## config.mk

```make
export PLATFORM = sky130hd
export DESIGN_NAME = dpram_wr_ctrl
export DESIGN_NICKNAME = d
export VERILOG_FILES = /design/src/rtl/dpram_wr_ctrl.sv
export SDC_FILE = /design/constraint.sdc
export NUM_CORES = 1
export LEC_CHECK = 0
export CAP_MARGIN = 5
export CELL_PAD_IN_SITES_DETAIL_PLACEMENT = 1
export CELL_PAD_IN_SITES_GLOBAL_PLACEMENT = 1
export CORE_UTILIZATION = 29
export CTS_CLUSTER_SIZE = 16
export DETAILED_ROUTE_END_ITERATION = 10
export GPL_TIMING_DRIVEN = 1
export PLACE_DENSITY = 0.76
export RECOVER_POWER = 50
export SYNTH_ARGS = -nofsm -noshare
export SYNTH_HDL_FRONTEND = slang
export SYNTH_SLANG_ARGS = --single-unit
```

## constraint.sdc

```tcl
create_clock -name clk -period 2.1 [get_ports clk]
set_input_delay 0.315 -clock clk [delete_from_list [all_inputs] [get_ports clk]]
set_output_delay 0.315 -clock clk [all_outputs]
set_load 0.05 [all_outputs]
```

## src/rtl/dpram_wr_ctrl.sv

```systemverilog
// ============================================================================
// Module   : dpram_wr_ctrl
// Brief    : Write-side sequencer for a simple dual-port RAM. Packs DEPTH
//            stream bytes into the RAM as one frame and raises frame_rdy. It
//            then holds the producer off until rd_release returns the buffer.
//            It also offers a clear sequence that zeroes every RAM entry.
//            Optional feature macro: DPRAM_WR_OVF_EN (rejected-beat counter).
// Revision : 1.0 - initial release
// ============================================================================
`default_nettype none

module dpram_wr_ctrl #(
  parameter int DATA_W = 8,
  parameter int DEPTH  = 4,
  parameter int ADDR_W = 2
) (
  input  logic              clk,
  input  logic              rst_n,
  input  logic              s_valid,
  input  logic [DATA_W-1:0] s_data,
  output logic              s_ready,
  input  logic              clr_req,
  input  logic              rd_release,
  output logic              ram_w_en,
  output logic [ADDR_W-1:0] ram_addr,
  output logic [DATA_W-1:0] ram_data,
  output logic              frame_rdy,
  output logic              busy,
  output logic [7:0]        ovf_cnt
);

  typedef enum logic [1:0] {
    ST_FILL  = 2'd0,
    ST_HOLD  = 2'd1,
    ST_CLEAR = 2'd2
  } state_t;

  localparam logic [ADDR_W-1:0] C_LAST_ADDR = ADDR_W'(DEPTH - 1);

  state_t            r_state;
  logic [ADDR_W-1:0] r_wr_ptr;

  // Ready only while filling; a pending clear wins over the beat, and reset
  // keeps the producer stalled.
  assign s_ready = rst_n && (r_state == ST_FILL) && !clr_req;

  // Main sequencer: frame fill, hand-off hold and RAM clear.
  // The clear issues address 0 on its entry edge so that busy and the write
  // strobe both span exactly DEPTH cycles; r_wr_ptr then names the next clear
  // address and has wrapped back to 0 once the final entry has been issued.
  always_ff @(posedge clk) begin
    if (!rst_n) begin
      r_state   <= ST_FILL;
      r_wr_ptr  <= '0;
      ram_w_en  <= 1'b0;
      ram_addr  <= '0;
      ram_data  <= '0;
      frame_rdy <= 1'b0;
      busy      <= 1'b0;
    end else begin
      case (r_state)
        ST_FILL: begin
          if (clr_req) begin
            r_state  <= ST_CLEAR;
            busy     <= 1'b1;
            ram_w_en <= 1'b1;
            ram_addr <= '0;
            ram_data <= '0;
            r_wr_ptr <= ADDR_W'(1);
          end else if (s_valid) begin
            ram_w_en <= 1'b1;
            ram_addr <= r_wr_ptr;
            ram_data <= s_data;
            r_wr_ptr <= r_wr_ptr + 1'b1;
            if (r_wr_ptr == C_LAST_ADDR) begin
              r_state <= ST_HOLD;
            end
          end else begin
            ram_w_en <= 1'b0;
          end
        end

        ST_HOLD: begin
          ram_w_en <= 1'b0;
          if (rd_release) begin
            frame_rdy <= 1'b0;
            r_state   <= ST_FILL;
          end else begin
            frame_rdy <= 1'b1;
          end
        end

        ST_CLEAR: begin
          if (r_wr_ptr == '0) begin
            busy     <= 1'b0;
            ram_w_en <= 1'b0;
            r_state  <= ST_FILL;
          end else begin
            ram_w_en <= 1'b1;
            ram_addr <= r_wr_ptr;
            ram_data <= '0;
            r_wr_ptr <= r_wr_ptr + 1'b1;
          end
        end

        default: begin
          r_state  <= ST_FILL;
          r_wr_ptr <= '0;
          ram_w_en <= 1'b0;
          busy     <= 1'b0;
        end
      endcase
    end
  end

`ifdef DPRAM_WR_OVF_EN
  logic [7:0] r_ovf_cnt;

  // Count beats offered while the frame is held; saturating, zeroed by a clear.
  always_ff @(posedge clk) begin
    if (!rst_n) begin
      r_ovf_cnt <= 8'h00;
    end else if ((r_state == ST_FILL) && clr_req) begin
      r_ovf_cnt <= 8'h00;
    end else if ((r_state == ST_HOLD) && s_valid && (r_ovf_cnt != 8'hFF)) begin
      r_ovf_cnt <= r_ovf_cnt + 8'h01;
    end
  end

  assign ovf_cnt = r_ovf_cnt;
`else
  assign ovf_cnt = 8'h00;
`endif

endmodule

`default_nettype wire
```

==> impl_metrics.yaml <==
status:
  status: "completed"
worst_setup_path:
  worst_setup_path_start_kind: "input pin"
  critPathMaxStageDelay_ps: 510
  critPathTopFamily: "buffers and inverters"
  worstPathMaxFanout: 6
  cp_num_buf_inv: 3
  path_cells: "clkdlybuf4s50_1, nor4b_2, buf_4, buf_12"
  crit_required_ps: 1780
  arrival_ps: 1470
  cp_slowest_cell: "clkdlybuf4s50_1"
  critPathCaptureType: "primary output"
  worstSetupPathType: "input pin to primary output"
finish:
  finalInstanceArea_um2: 1060
  syn_to_final_growth_pct: 33.5
  fin_util_pct: 41.9
  drive_gt1_share_pct: 7.69
  nFillCells: 305
  antennaDiodeCount: 0
  nets: 120
route:
  via_per_inst: 4.76
  drc: 0
  vias: 638
  wl_um: 1760
  drt_iter0_drc: 11
  first_pass_iters: 4
  wl_per_cell_um: 13.2
  antenna_left: 0
sta:
  fin_crit_sh_pct: 84.8
  min_period_ps: 1780
  tightest_slew_ps: 501
  rsz0062_at_grt: "false"
  finalSetupViolations: 0
  finClkSkew_ps: 5.08
  fmax_ghz: 0.561
  hold_violations: 0
  setup_tns_ps: 0
  max_slew_margin_pct: 66.5
  slew_violations: 0
worst_hold_path:
  hold_class: "register to register"
cts:
  cts_tree: "done"
  hold_buffers: 0
  h-tree-depth: 1
  clk-insertion-delay-late_ps: 280
  cts_setup_buffers: 0
  cts_resized: 0
  path_clk_slew_ps: 90
  clkSinkCount: 17
  clock-root-buffer: "clkbuf_4"
  cts_buffers: 3
  cts_buffer_depth: 2
yosys:
  ys_seq_elements: 17
  syn_area_um2: 791
  yosysUniqueCellTypes: 32
  synth.yosys.seq_area_share_pct: 43.0
  syn_area_per_cell_um2: 10.3
  yosysWarnings: 0
  syn_inst: 77
die:
  start_util_pct: 31.3
  num_rows: 18
  pin_count: 35
  die_x_um: 54.2
  die_h_um: 54.2
  core_region_area_um2: 2520
  die-area_um2: 2940
placement:
  dp_hpwl_um: 1380
  io_buffers: 26
  placed_area_um2: 1030
  gp_routability_congestion: 0.810
global_routing:
  grt_pass1_wl_um: 2660
  use_met2_pct: 22.8
  overflow: 0
  gr-max-usage-layer: "met2"
  antenna_found_initial: 0
  grt_pass1_vias: 646
  grt_util_met3_pct: 1.94
  grtUsageMet1_pct: 15.1
  grt_use_total_pct: 12.6
  grt_max_degree: 11
job:
  cap_violations: 0
power:
  powerDensity_nw_per_um2: 704
  ir_drop_uv: 347
  p_leak_uw: 0.000430
==> cell usage in the layout (no fill, tap or decap), types with 3 or more instances in the layout <==
cell,Yosys,final
clkdlybuf4s50_1,0,24
dfxtp_1,17,17
clkbuf_4,0,3
nand2b_1,3,3
conb_1,1,8
nand2_1,3,3
inv_1,5,5
a22o_1,7,7
==> worst reg2reg max path, cell delays in order (launching register included) <==
cell	delay, ps
dfxtp_1	410
inv_1	70
ha_1	220
and2_0	210
o31a_1	430
a22o_4	300
==> final timing paths <==
check,start,slack [ps],cells past startpoint,end
max,clr_req,320,4,s_ready
min,ram_addr[1],470,1,ram_addr[1]
max reg2reg,r_wr_ptr[0],360,5,ram_data[7]
min reg2reg,ram_addr[1],470,1,ram_addr[1]
==> Yosys cell counts <==
master    instances  area (um^2)
dfxtp_1          17          340
buf_4             8         60.1
a22o_1            7         61.3
inv_1             5         18.8
buf_6             4         45.0
nand2_1           3         11.3
nand2b_1          3         18.8
a21oi_1           2         10.0
a32o_1            2         20.0
ha_1              2         25.0
mux2i_1           2         20.0
nor2_1            2         7.51
a211o_1           1         8.76
a211oi_1          1         7.51
a21o_1            1         7.51
a22o_4            1         17.5
a22oi_1           1         7.51
and2_1            1         6.26
and2_4            1         8.76
and2b_1           1         7.51
conb_1            1         3.75
nand3_1           1         5.00
nand4_1           1         6.26
nor2b_1           1         6.26
nor3_1            1         5.00
nor4_1            1         6.26
nor4b_2           1         15.0
o21ai_0           1         5.00
o21bai_1          1         7.51
o22ai_1           1         6.26
o31a_1            1         8.76
or3_1             1         6.26
==> cells by family after synthesis <==
group | synth area share (%)
buffers and inverters | 15.7
adder cells (fa/ha/maj) | 3.16
flip-flops | 43.0
multiplexers | 2.53
AO/OA/AOI/OAI | 21.2
other | 0.474
AND/OR/NAND/NOR | 13.9
==> power by group <==
part	internal (uW)	switching [uW]	total [uW]
sequential	344	18.9	362
clock	70.6	96.2	167
combinational	81.2	133	215
total	495	249	744
==> registers in the layout (all words and copies together) (netlist names) <==
| signal | flops |
|---|---|
| busy | 1 |
| frame_rdy | 1 |
| r_state | 2 |
| r_wr_ptr | 2 |
| ram_addr | 2 |
| ram_data | 8 |
| ram_w_en | 1 |
==> per-layer routing <==
| metal | up-vias | wire length (um) | part of all wire, % |
|---|---|---|---|
| met5 | - | 0 | 0 |
| met1 | 302 | 834 | 47 |
| met3 | 0 | 123 | 7.0 |
| li1 | 310 | - | - |
| met4 | 0 | 0 | 0 |
| met2 | 26 | 805 | 46 |
==> per-stage QoR <==
stage / cells / hold WS [ps] / power, uW / worst slack, ps
6_report: 134 / 469 / 744 / 319
5_1_grt: 134 / 520 / 785 / 251
4_1_cts: 134 / 476 / 763 / 304
3_5_place_dp: 130 / 453 / 589 / 302
3_3_place_gp: 130 / 465 / 586 / 338
2_1_floorplan: 84 / 411 / 533 / 107
==> cell type report <==
class / count / area (um^2) / area share (%)
multi-input combinational: 50 / 350 / 33.2
clock inverter: 1 / 5.00 / 0.474
clock buffer: 3 / 22.5 / 2.13
tap: 30 / 37.5 / 3.55
inverter: 5 / 18.8 / 1.78
sequential: 17 / 340 / 32.2
timing repair buffer: 28 / 282 / 26.7
No activity file was read; power rests on OpenSTA's default activity.
